[config.mk]
export PLATFORM = sky130hd
export DESIGN_NAME = sort_pkt_arbiter_flat
export DESIGN_NICKNAME = d
export VERILOG_FILES = /design/src/rtl/sort_pkt_arbiter_if.sv /design/src/rtl/sort_pkt_arbiter.sv /design/src/flat_wrapper.sv
export SDC_FILE = /design/constraint.sdc
export NUM_CORES = 1
export LEC_CHECK = 0
export ABC_AREA = 0
export CAP_MARGIN = 20
export CORE_AREA = 2 2 77 79
export CTS_CLUSTER_DIAMETER = 100
export DETAILED_ROUTE_END_ITERATION = 7
export DIE_AREA = 0 0 79 81
export GPL_ROUTABILITY_DRIVEN = 0
export PLACE_DENSITY = 0.78
export SYNTH_ARGS = -nofsm -noshare
export SYNTH_HDL_FRONTEND = slang
export SYNTH_SLANG_ARGS = --single-unit
[constraint.sdc]
create_clock -name clk_i -period 6.25 [get_ports clk_i]
set_input_delay 1.25 -clock clk_i [delete_from_list [all_inputs] [get_ports clk_i]]
set_output_delay 1.25 -clock clk_i [all_outputs]
set_load 0.02 [all_outputs]
[src/rtl/sort_pkt_arbiter_if.sv]
// sort_pkt_arbiter_if
// Bundles the requester-side Avalon-ST sinks (flattened NUM_SRC lanes) and
// the single Avalon-ST source that feeds the sorter, plus the error counter.
//   snk_*   : NUM_SRC requester lanes (data is NUM_SRC*DWIDTH, lane i at [i*DWIDTH +: DWIDTH])
//   src_*   : one packet stream toward the sorter, src_channel_o = granted lane
//   err_cnt_o : saturating protocol-error count
// Modports: master = environment (requesters + sorter), slave = the arbiter.
interface sort_pkt_arbiter_if #(
  parameter int DWIDTH  = 8,
  parameter int NUM_SRC = 4
);
  localparam int CH_W = $clog2(NUM_SRC);

  logic [NUM_SRC*DWIDTH-1:0] snk_data_i;
  logic [NUM_SRC-1:0]        snk_startofpacket_i;
  logic [NUM_SRC-1:0]        snk_endofpacket_i;
  logic [NUM_SRC-1:0]        snk_valid_i;
  logic [NUM_SRC-1:0]        snk_ready_o;
  logic [DWIDTH-1:0]         src_data_o;
  logic                      src_startofpacket_o;
  logic                      src_endofpacket_o;
  logic                      src_valid_o;
  logic [CH_W-1:0]           src_channel_o;
  logic                      src_ready_i;
  logic [15:0]               err_cnt_o;

  modport master (
    output snk_data_i, snk_startofpacket_i, snk_endofpacket_i, snk_valid_i,
    input  snk_ready_o,
    input  src_data_o, src_startofpacket_o, src_endofpacket_o, src_valid_o, src_channel_o,
    output src_ready_i,
    input  err_cnt_o
  );

  modport slave (
    input  snk_data_i, snk_startofpacket_i, snk_endofpacket_i, snk_valid_i,
    output snk_ready_o,
    output src_data_o, src_startofpacket_o, src_endofpacket_o, src_valid_o, src_channel_o,
    input  src_ready_i,
    output err_cnt_o
  );
endinterface

[src/rtl/sort_pkt_arbiter.sv]
// sort_pkt_arbiter
// Packet-level round-robin arbiter sharing one sorter among NUM_SRC requesters.
// A whole packet is granted at once; beats go through a one-deep output
// register tagged with the granted lane on src_channel_o. Packets longer than
// MAX_PKT_LEN are cut (EOP forced on the last allowed beat) and the remainder
// is flushed. Orphan beats (valid without SOP from a non-granted lane) are
// accepted and dropped. Both cut packets and orphans bump err_cnt_o.
// Ports:
//   clk_i  : clock
//   srst_i : synchronous active-high reset
//   bus    : sort_pkt_arbiter_if.slave (requester sinks, sorter source, err_cnt_o)
module sort_pkt_arbiter #(
  parameter int DWIDTH      = 8,
  parameter int NUM_SRC     = 4,
  parameter int MAX_PKT_LEN = 256
) (
  input  logic              clk_i,
  input  logic              srst_i,
  sort_pkt_arbiter_if.slave bus
);
  localparam int CH_W = $clog2(NUM_SRC);
  localparam int CW1  = CH_W + 1;
  localparam int BC_W = $clog2(MAX_PKT_LEN) + 1;

  typedef enum logic [1:0] {
    ST_IDLE   = 2'd0,
    ST_LOCKED = 2'd1,
    ST_FLUSH  = 2'd2
  } state_t;

  state_t             state_r;
  state_t             state_nxt_s;
  logic [CH_W-1:0]    grant_r;
  logic [CH_W-1:0]    last_grant_r;
  logic [CH_W-1:0]    pick_s;
  logic               pick_vld_s;
  logic [CW1-1:0]     cand_s;
  logic [BC_W-1:0]    beat_cnt_r;
  logic [NUM_SRC-1:0] req_s;
  logic [NUM_SRC-1:0] orphan_s;
  logic [NUM_SRC-1:0] gnt_oh_s;
  logic [NUM_SRC-1:0] ready_s;
  logic [DWIDTH-1:0]  sel_data_s;
  logic               sel_valid_s;
  logic               sel_sop_s;
  logic               sel_eop_s;
  logic               lane_rdy_s;
  logic               accept_s;
  logic               trunc_s;
  logic               grant_upd_s;
  logic [DWIDTH-1:0]  data_r;
  logic               sop_r;
  logic               eop_r;
  logic               valid_r;
  logic [CH_W-1:0]    channel_r;
  logic [15:0]        err_cnt_r;
  logic [16:0]        err_inc_s;
  logic [16:0]        err_sum_s;

  // Per-lane request, orphan and grant one-hot decode.
  // In IDLE no lane owns the bus, so any non-SOP beat is an orphan.
  always_comb begin
    req_s    = '0;
    orphan_s = '0;
    gnt_oh_s = '0;
    for (int i = 0; i < NUM_SRC; i++) begin
      req_s[i]    = bus.snk_valid_i[i] & bus.snk_startofpacket_i[i];
      gnt_oh_s[i] = (grant_r == CH_W'(i));
      if ((state_r != ST_IDLE) && gnt_oh_s[i]) begin
        orphan_s[i] = 1'b0;
      end else begin
        orphan_s[i] = bus.snk_valid_i[i] & ~bus.snk_startofpacket_i[i];
      end
    end
  end

  // Mux the granted lane's beat (AND-OR select, grant is one-hot).
  always_comb begin
    sel_data_s  = '0;
    sel_valid_s = 1'b0;
    sel_sop_s   = 1'b0;
    sel_eop_s   = 1'b0;
    for (int i = 0; i < NUM_SRC; i++) begin
      sel_data_s  = sel_data_s | ({DWIDTH{gnt_oh_s[i]}} & bus.snk_data_i[i*DWIDTH +: DWIDTH]);
      sel_valid_s = sel_valid_s | (gnt_oh_s[i] & bus.snk_valid_i[i]);
      sel_sop_s   = sel_sop_s   | (gnt_oh_s[i] & bus.snk_startofpacket_i[i]);
      sel_eop_s   = sel_eop_s   | (gnt_oh_s[i] & bus.snk_endofpacket_i[i]);
    end
  end

  // Rotating priority search starting one past the last granted lane.
  always_comb begin
    pick_s     = '0;
    pick_vld_s = 1'b0;
    cand_s     = '0;
    for (int k = 1; k <= NUM_SRC; k++) begin
      cand_s = {1'b0, last_grant_r} + CW1'(k);
      if (cand_s >= CW1'(NUM_SRC)) begin
        cand_s = cand_s - CW1'(NUM_SRC);
      end else begin
        cand_s = cand_s;
      end
      if (!pick_vld_s && req_s[cand_s[CH_W-1:0]]) begin
        pick_vld_s = 1'b1;
        pick_s     = cand_s[CH_W-1:0];
      end else begin
        pick_vld_s = pick_vld_s;
      end
    end
  end

  // FSM next state plus granted-lane handshake decisions.
  always_comb begin
    state_nxt_s = state_r;
    lane_rdy_s  = 1'b0;
    accept_s    = 1'b0;
    trunc_s     = 1'b0;
    grant_upd_s = 1'b0;
    case (state_r)
      ST_IDLE: begin
        if (pick_vld_s) begin
          grant_upd_s = 1'b1;
          state_nxt_s = ST_LOCKED;
        end else begin
          state_nxt_s = ST_IDLE;
        end
      end
      ST_LOCKED: begin
        // A sorter stall reaches the granted lane in the same cycle.
        lane_rdy_s = !valid_r || bus.src_ready_i;
        if (sel_valid_s && lane_rdy_s) begin
          accept_s = 1'b1;
          if (sel_eop_s) begin
            state_nxt_s = ST_IDLE;
          end else if (beat_cnt_r == BC_W'(MAX_PKT_LEN - 1)) begin
            trunc_s     = 1'b1;
            state_nxt_s = ST_FLUSH;
          end else begin
            state_nxt_s = ST_LOCKED;
          end
        end else begin
          state_nxt_s = ST_LOCKED;
        end
      end
      ST_FLUSH: begin
        lane_rdy_s = 1'b1;
        if (sel_valid_s && sel_eop_s) begin
          state_nxt_s = ST_IDLE;
        end else begin
          state_nxt_s = ST_FLUSH;
        end
      end
      default: begin
        state_nxt_s = ST_IDLE;
      end
    endcase
  end

  // Sink ready: orphans always drain, granted lane per FSM; nothing during reset.
  always_comb begin
    ready_s = '0;
    if (srst_i) begin
      ready_s = '0;
    end else begin
      ready_s = orphan_s | (gnt_oh_s & {NUM_SRC{lane_rdy_s}});
    end
  end

  // Error increment: one per dropped orphan beat plus one per truncation.
  always_comb begin
    err_inc_s = {16'd0, trunc_s};
    for (int i = 0; i < NUM_SRC; i++) begin
      err_inc_s = err_inc_s + {16'd0, orphan_s[i]};
    end
    err_sum_s = {1'b0, err_cnt_r} + err_inc_s;
  end

  // State, grant, last grant and beat counter registers.
  always_ff @(posedge clk_i) begin
    if (srst_i) begin
      state_r      <= ST_IDLE;
      grant_r      <= '0;
      last_grant_r <= CH_W'(NUM_SRC - 1);
      beat_cnt_r   <= '0;
    end else begin
      state_r <= state_nxt_s;
      if (grant_upd_s) begin
        grant_r      <= pick_s;
        last_grant_r <= pick_s;
        beat_cnt_r   <= '0;
      end else if (accept_s) begin
        beat_cnt_r <= beat_cnt_r + BC_W'(1);
      end
    end
  end

  // One-deep output register toward the sorter.
  always_ff @(posedge clk_i) begin
    if (srst_i) begin
      data_r    <= '0;
      sop_r     <= 1'b0;
      eop_r     <= 1'b0;
      valid_r   <= 1'b0;
      channel_r <= '0;
    end else if (accept_s) begin
      data_r    <= sel_data_s;
      sop_r     <= sel_sop_s;
      eop_r     <= sel_eop_s | trunc_s;
      valid_r   <= 1'b1;
      channel_r <= grant_r;
    end else if (bus.src_ready_i) begin
      valid_r <= 1'b0;
    end
  end

  // Saturating error counter.
  always_ff @(posedge clk_i) begin
    if (srst_i) begin
      err_cnt_r <= 16'd0;
    end else if (err_sum_s > 17'h0FFFF) begin
      err_cnt_r <= 16'hFFFF;
    end else begin
      err_cnt_r <= err_sum_s[15:0];
    end
  end

  assign bus.snk_ready_o         = ready_s;
  assign bus.src_data_o          = data_r;
  assign bus.src_startofpacket_o = sop_r;
  assign bus.src_endofpacket_o   = eop_r;
  assign bus.src_valid_o         = valid_r;
  assign bus.src_channel_o       = channel_r;
  assign bus.err_cnt_o           = err_cnt_r;
endmodule

[src/flat_wrapper.sv]
// flat-port wrapper written by rule: the top's interface ports become plain ports
module sort_pkt_arbiter_flat 
#(
  parameter int DWIDTH      = 8,
  parameter int NUM_SRC     = 4,
  parameter int MAX_PKT_LEN = 256
)
  (clk_i, srst_i, bus_snk_data_i, bus_snk_startofpacket_i, bus_snk_endofpacket_i, bus_snk_valid_i, bus_snk_ready_o, bus_src_data_o, bus_src_startofpacket_o, bus_src_endofpacket_o, bus_src_valid_o, bus_src_channel_o, bus_src_ready_i, bus_err_cnt_o);
  sort_pkt_arbiter_if #(.DWIDTH(DWIDTH), .NUM_SRC(NUM_SRC)) bus_i ();
  input  logic clk_i;
  input  logic srst_i;
  input wire logic [$bits(bus_i.snk_data_i)-1:0] bus_snk_data_i;
  input wire logic [$bits(bus_i.snk_startofpacket_i)-1:0] bus_snk_startofpacket_i;
  input wire logic [$bits(bus_i.snk_endofpacket_i)-1:0] bus_snk_endofpacket_i;
  input wire logic [$bits(bus_i.snk_valid_i)-1:0] bus_snk_valid_i;
  output wire logic [$bits(bus_i.snk_ready_o)-1:0] bus_snk_ready_o;
  output wire logic [$bits(bus_i.src_data_o)-1:0] bus_src_data_o;
  output wire logic [$bits(bus_i.src_startofpacket_o)-1:0] bus_src_startofpacket_o;
  output wire logic [$bits(bus_i.src_endofpacket_o)-1:0] bus_src_endofpacket_o;
  output wire logic [$bits(bus_i.src_valid_o)-1:0] bus_src_valid_o;
  output wire logic [$bits(bus_i.src_channel_o)-1:0] bus_src_channel_o;
  input wire logic [$bits(bus_i.src_ready_i)-1:0] bus_src_ready_i;
  output wire logic [$bits(bus_i.err_cnt_o)-1:0] bus_err_cnt_o;
  assign bus_i.snk_data_i = bus_snk_data_i;
  assign bus_i.snk_startofpacket_i = bus_snk_startofpacket_i;
  assign bus_i.snk_endofpacket_i = bus_snk_endofpacket_i;
  assign bus_i.snk_valid_i = bus_snk_valid_i;
  assign bus_snk_ready_o = bus_i.snk_ready_o;
  assign bus_src_data_o = bus_i.src_data_o;
  assign bus_src_startofpacket_o = bus_i.src_startofpacket_o;
  assign bus_src_endofpacket_o = bus_i.src_endofpacket_o;
  assign bus_src_valid_o = bus_i.src_valid_o;
  assign bus_src_channel_o = bus_i.src_channel_o;
  assign bus_i.src_ready_i = bus_src_ready_i;
  assign bus_err_cnt_o = bus_i.err_cnt_o;
  sort_pkt_arbiter #(.DWIDTH(DWIDTH), .NUM_SRC(NUM_SRC), .MAX_PKT_LEN(MAX_PKT_LEN)) u_core (.clk_i(clk_i), .srst_i(srst_i), .bus(bus_i));
endmodule
Word level (Yosys, flattened, before mapping)
Cells that the tools add are included.

storage, ports and cells
  output and inout port bits = 33
  register bits after elaboration = 44
  logic and storage cells = 144
  input bits = 47

operators by class
  equal/unequal tests = 6
  bitwise operators = 43
  muxes and demuxes = 43
  order comparisons = 9
  add/subtract/negate cells = 14
  reductions and logical operators = 19

operators by type and width
  cell                  count
  $add 17x1->17         3
  $and 8x8->8           4
  $mux 2                12
  $or 8x8->8            3
  $mux 1                23
  $and 1x1->1           20
  $add 16x17->17        1
  $gt 17x16->1 const B  1
  $mux 16               1
  $ge 3x3->1 const B    4
  $lt 2x3->1 const B    4
  $or 1x1->1            10
  $add 9x1->9 const B   1
  $eq 9x8->1 const B    1
  $logic_and 1x1->1     9
  $bmux 1 s2            4
  $sub 2x1->2 const B   4
  $add 2x2->3 const B   2
  $eq 2x2->1 const B    3
  $pmux 2 s3            1
  $and 4x4->4           1
  $eq 2x1->1 const B    2
  $logic_not 1->1       4
  $logic_not 2->1       2
  other kinds (10)      14

Longest topological paths before layout
  word-level depth = 18
  depth in mapped cells = 18
  mapped depth without buffers = 15

Least setup slack after synthesis
Ideal clock, no wire load.

  path kind = input -> register
  start = input port bus_snk_valid_i[3]
  end = register u_core.err_cnt_r[10] (netlist: u_core.bus.err_cnt_o[10])
  data required time = 6.176 ns
  arrival time = 5.016 ns
  path buffers = 3
  setup slack = 1.160 ns
  cell stages on the path = 16
  library setup time = 0.074 ns
  cells stage by stage = mux4_2 -> and3_1 -> buf_4 -> buf_2 -> nand2_1 -> nor2_1 -> ha_1 -> inv_1 -> fa_1 -> fa_1 -> fa_1 -> nor2b_1 -> o2111a_1 -> nand3_1 -> clkbuf_1 -> a31oi_1

on the way
  cells in the longest elaborated chain, start to end = 12
  elaborated cells between the ends (all ways) = 14
  classes of those cells = add/sub (5); order compare (1); mux (4); bitwise (3); reduce/logical (1)

ends and longest elaborated chain
  item                        RTL line                 RTL
  start, declared             flat_wrapper.sv:15       input wire logic [$bits(bus_i.snk_valid_i)-1:0] bus_snk_valid_i;
  $and 1x1->1                 sort_pkt_arbiter.sv:85   sel_valid_s = sel_valid_s | (gnt_oh_s[i] & bus.snk_valid_i[i]);
  $or 1x1->1                  sort_pkt_arbiter.sv:85
  $logic_and 1x1->1           sort_pkt_arbiter.sv:131  if (sel_valid_s && lane_rdy_s) begin
  $mux 1                      sort_pkt_arbiter.sv:131
  $mux 1                      sort_pkt_arbiter.sv:119  case (state_r)
  $add 1x1->2                 sort_pkt_arbiter.sv:173  err_inc_s = err_inc_s + {16'd0, orphan_s[i]};
  $add 17x1->17 (2 in a row)  sort_pkt_arbiter.sv:173
  $add 17x1->17 (*)           sort_pkt_arbiter.sv:173
  $add 16x17->17 (*)          sort_pkt_arbiter.sv:175  err_sum_s = {1'b0, err_cnt_r} + err_inc_s;
  $gt 17x16->1                sort_pkt_arbiter.sv:220  end else if (err_sum_s > 17'h0FFFF) begin
  $mux 16 (*)                 sort_pkt_arbiter.sv:220
  end signal, assigned        sort_pkt_arbiter.sv:223  err_cnt_r <= err_sum_s[15:0];
  end, declared               sort_pkt_arbiter.sv:56   logic [15:0] err_cnt_r;

Every way passes the cells marked *; elsewhere a longest branch is shown, timed or not.
A chain may end at the register's enable or synchronous reset.

Final worst setup path
  start = input port bus_snk_valid_i[1]
  end = register u_core.err_cnt_r[13] (netlist: u_core.bus.err_cnt_o[13])

on the way
  cells in the longest elaborated chain, start to end = 14
  elaborated cells between the ends (all ways) = 16
  classes of those cells = add/sub (5); order compare (1); mux (4); bitwise (5); reduce/logical (1)

ends and longest elaborated chain
  item                            RTL line
  $and 1x1->1                     sort_pkt_arbiter.sv:85
  $or 1x1->1 (3 in a row)         sort_pkt_arbiter.sv:85
  $logic_and 1x1->1               sort_pkt_arbiter.sv:131
  $mux 1                          sort_pkt_arbiter.sv:131
  $mux 1                          sort_pkt_arbiter.sv:119
  $add 1x1->2                     sort_pkt_arbiter.sv:173
  $add 17x1->17 (*) (3 in a row)  sort_pkt_arbiter.sv:173
  $add 16x17->17 (*)              sort_pkt_arbiter.sv:175
  $gt 17x16->1                    sort_pkt_arbiter.sv:220
  $mux 16 (*)                     sort_pkt_arbiter.sv:220

Marks and branches as above.

==> impl_metrics.csv <==
group,metric,value,unit
run_status,outcome,"complete, no violations",
synthesis,synth_warnings,0,
drt,via_total_after_detailed_routing,2334,
timing,grt_setup_unrepaired,"false",
final_layout,nets,412,
synthesis,async_reset_ff_frac,0,
global_route,grt_pass1_vias,2289,
worst_setup_path,worst_path_arrival,5.78,ns
global_route,grt_antenna_before_repair,0,
clocking,worst_setup_hold_path_clk_slew,0.09,ns
global_route,gr-total-overflow,0,
synthesis,synth_top_family_by_area,"compound AO/OA/AOI/OAI gates",
global_route,grt_pass1_wl,10400,um
clocking,cts_max_level,2,
synthesis,number_of_synthesized_flops_with_an_enable_pin,0,
clocking,cts.root.buffer_cell,"sky130_fd_sc_hd__clkbuf_8",
worst_setup_path,criticalPathCategory,"primary input to flop",
synthesis,synth_cells,278,
clocking,number_of_clock_buffers_inserted_by_tritoncts,5,
clocking,clock_insertion_delay_worst_skew,0.30,ns
floorplanning,design.die.area,0.00640,mm^2
worst_setup_path,timing.critical_path.from_type,"primary input",
hold_path,worst_hold_path_type,"flop to flop",
synthesis,synth_compound_area_frac,0.187,
timing,maxSlewHeadroom,0.460,
flow_run,drv_cap,0,
global_route,grt.total_usage,0.204,
synthesis,post_synthesis_share_of_cell_area_spent_on_full_adders_half_adders_and_majority_gates,0.0740,
drt,detail_route.first_pass.iterations,4,
synthesis,post_synth_xor_area_fraction,0.0420,
synthesis,synth.top_cells.by_count,"sky130_fd_sc_hd__dfxtp_1, sky130_fd_sc_hd__nand2_1, sky130_fd_sc_hd__a21oi_1",
global_route,grt_start_max_net_pins,22,
synthesis,synth.net_count,338,
synthesis,synth.avg_cell_area,9.00,um^2
timing,actual_transition_at_the_worst_max_transition_pin,0.808,ns
final_layout,finish.utilization,0.610,
place,port_buffers,79,
synthesis,synth_sequential_area_ratio,0.352,
timing,timing.final.setup_violations,0,
floorplanning,rows,28,
drt,routed_via_density,5.45,
place,post-dp-hpwl,4900,um
floorplanning,horizontal_extent_of_the_die,79,um
clocking,total_of_cells_resized_after_clock_tree_synthesis,0,
pwr,power_leakage,0.00122,uW
final_layout,layout-drive-gt1-share,0.0793,
synthesis,netlist.area_leader.share,0.352,
floorplanning,die_y,81,um
synthesis,synth_largest_area_cell,"sky130_fd_sc_hd__dfxtp_1",
floorplanning,design.portCount,80,
synthesis,synth-seq-cells,44,
drt,route.antenna.remaining_nets,0,
floorplanning,floorplan.core_area,0.00568,mm^2
timing,final-hold-violation-count,0,
synthesis,synth_cell_type_count,49,
synthesis,post-synth-top-count-cell,"sky130_fd_sc_hd__dfxtp_1",
clocking,hold_buffers,0,
final_layout,filler_cell_count,512,
clocking,clkSinkCount,44,
pwr,ir_worst_vdd,0.124,mV
pwr,power-per-cell-area,212,mW/mm^2
final_layout,antenna-diode-count,0,
floorplanning,initial_utilization,0.441,
clocking,tritoncts,"done",
timing,timing.fmax,0.179,GHz
worst_setup_path,critPathRequiredTime,6.45,ns
timing,timing.final.crit_share,0.892,
timing,timing.clock.skew,0.0105,ns
worst_setup_path,crit_path_max_fanout,13,
timing,timing_max_transition_violations_final,0,
synthesis,synth-simple-area-share,0.186,
clocking,cts_setup_buffers,0,
final_layout,area_growth_synth_to_finish,38.3,%
synthesis,synthTopCellsByArea,"sky130_fd_sc_hd__dfxtp_1, sky130_fd_sc_hd__mux4_2, sky130_fd_sc_hd__a21oi_1",
synthesis,mappedNetlistArea,0.00250,mm^2
drt,drt_drc_violations_left,0,
drt,wirelength,6470,um
drt,drt-wirelength-per-cell,15.1,um
synthesis,synthMuxAreaShare,0.108,
synthesis,ys_dominant_reg_cell,"sky130_fd_sc_hd__dfxtp_1",
timing,final.setup.tns,0,ns
worst_setup_path,endpoint_kind,"flop",
clocking,clockBufferDepth,2,
timing,min_period,5.58,ns
drt,drt_iter0_markers,112,
## power breakdown
group | internal [uW] | total [uW] | switching, uW
combinational | 98.9 | 197 | 97.9
clock | 131 | 231 | 100
sequential | 297 | 307 | 10.2
total | 526 | 735 | 208
## sequential cells by signal, indices dropped and copies added, names as in the netlist
| name | count |
|---|---|
| u_core.bus.src_channel_o | 2 |
| u_core.bus.src_valid_o | 1 |
| u_core.bus.src_endofpacket_o | 1 |
| u_core.beat_cnt_r | 9 |
| u_core.bus.src_startofpacket_o | 1 |
| u_core.state_r | 2 |
| u_core.grant_r | 2 |
| u_core.bus.src_data_o | 8 |
| u_core.bus.err_cnt_o | 16 |
| u_core.last_grant_r | 2 |
## through the flow
stage | total power [uW] | area (um^2) | setup WS (ns) | hold slack (ns) | cells
3_3_place_gp | 506 | 3340 | 0.537 | 0.440 | 420
5_1_grt | 769 | 3460 | 0.439 | 0.477 | 428
2_1_floorplan | 430 | 2500 | 1.16 | 0.448 | 278
4_1_cts | 742 | 3460 | 0.700 | 0.458 | 428
6_report | 735 | 3460 | 0.672 | 0.456 | 428
3_5_place_dp | 511 | 3340 | 0.400 | 0.446 | 420
## cells in the final DEF, fill, tap and decap left out, drive strengths merged, types with 6 or more instances in the layout
cell and n:
nand3 6, clkdlybuf4s50 79, and3 6, xor2 7, inv 14, nor2 12, nand2 41, clkbuf 6
nand4 8, ha 10, mux4 11, dfxtp 44, a21oi 37
## logic make-up (layout without fill, tap and decap cells)
logic type	after synthesis	in the layout
DFF	44	44
AOI/OAI and AO/OA	74	74
muxes	13	13
adders and majority gates	13	13
buffers and inverters	30	105
and+or+nand+nor	92	92
xor gates and xnor gates	12	12
## per-layer routing
| layer | track usage | vias to the layer above | wire [um] |
|---|---|---|---|
| li1 | - | 1168 | - |
| met1 | 0.241 | 1091 | 2810 |
| met2 | 0.372 | 67 | 3190 |
| met3 | 0.0444 | 8 | 387 |
| met4 | 0.0603 | 0 | 85 |
| met5 | 0 | - | 0 |
## worst paths after layout
check	startpoint	to	slack, ns	depth (start not counted)
worst max-delay path	bus_snk_valid_i[1]	u_core.bus.err_cnt_o[13]$_SDFF_PP0_	0.67	14
worst min-delay path	u_core.bus.src_data_o[0]$_SDFFE_PP0P_	u_core.bus.src_data_o[0]$_SDFFE_PP0P_	0.46	2
worst max register to register	u_core.grant_r[1]$_SDFFE_PP0P_	u_core.bus.err_cnt_o[13]$_SDFF_PP0_	1.51	14
worst min register to register	u_core.bus.src_data_o[0]$_SDFFE_PP0P_	u_core.bus.src_data_o[0]$_SDFFE_PP0P_	0.46	2
## final cells by class
type / count / area [um^2] / share of cell area
Clock buffer: 6 / 82.6 / 0.0239
Clock inverter: 2 / 38.8 / 0.0112
Sequential cell: 44 / 881 / 0.254
Multi-Input combinational cell: 204 / 1490 / 0.431
Timing Repair Buffer: 83 / 821 / 0.237
Inverter: 14 / 52.6 / 0.0152
Tap cell: 75 / 93.8 / 0.0271
## worst max-delay path, stage by stage
cell and delay [ns]:
sky130_fd_sc_hd__clkdlybuf4s50_1 0.51, sky130_fd_sc_hd__mux4_2 0.62, sky130_fd_sc_hd__and3_1 0.24, sky130_fd_sc_hd__nand2_1 0.06, sky130_fd_sc_hd__nor2_1 0.04, sky130_fd_sc_hd__ha_1 0.28
sky130_fd_sc_hd__inv_1 0.05, sky130_fd_sc_hd__fa_1 0.50, sky130_fd_sc_hd__fa_1 0.45, sky130_fd_sc_hd__fa_1 0.41, sky130_fd_sc_hd__nor2b_1 0.29, sky130_fd_sc_hd__o2111a_1 0.31
sky130_fd_sc_hd__nand3_1 0.41, sky130_fd_sc_hd__a311oi_1 0.35
No activity file was read; power rests on OpenSTA's default activity.
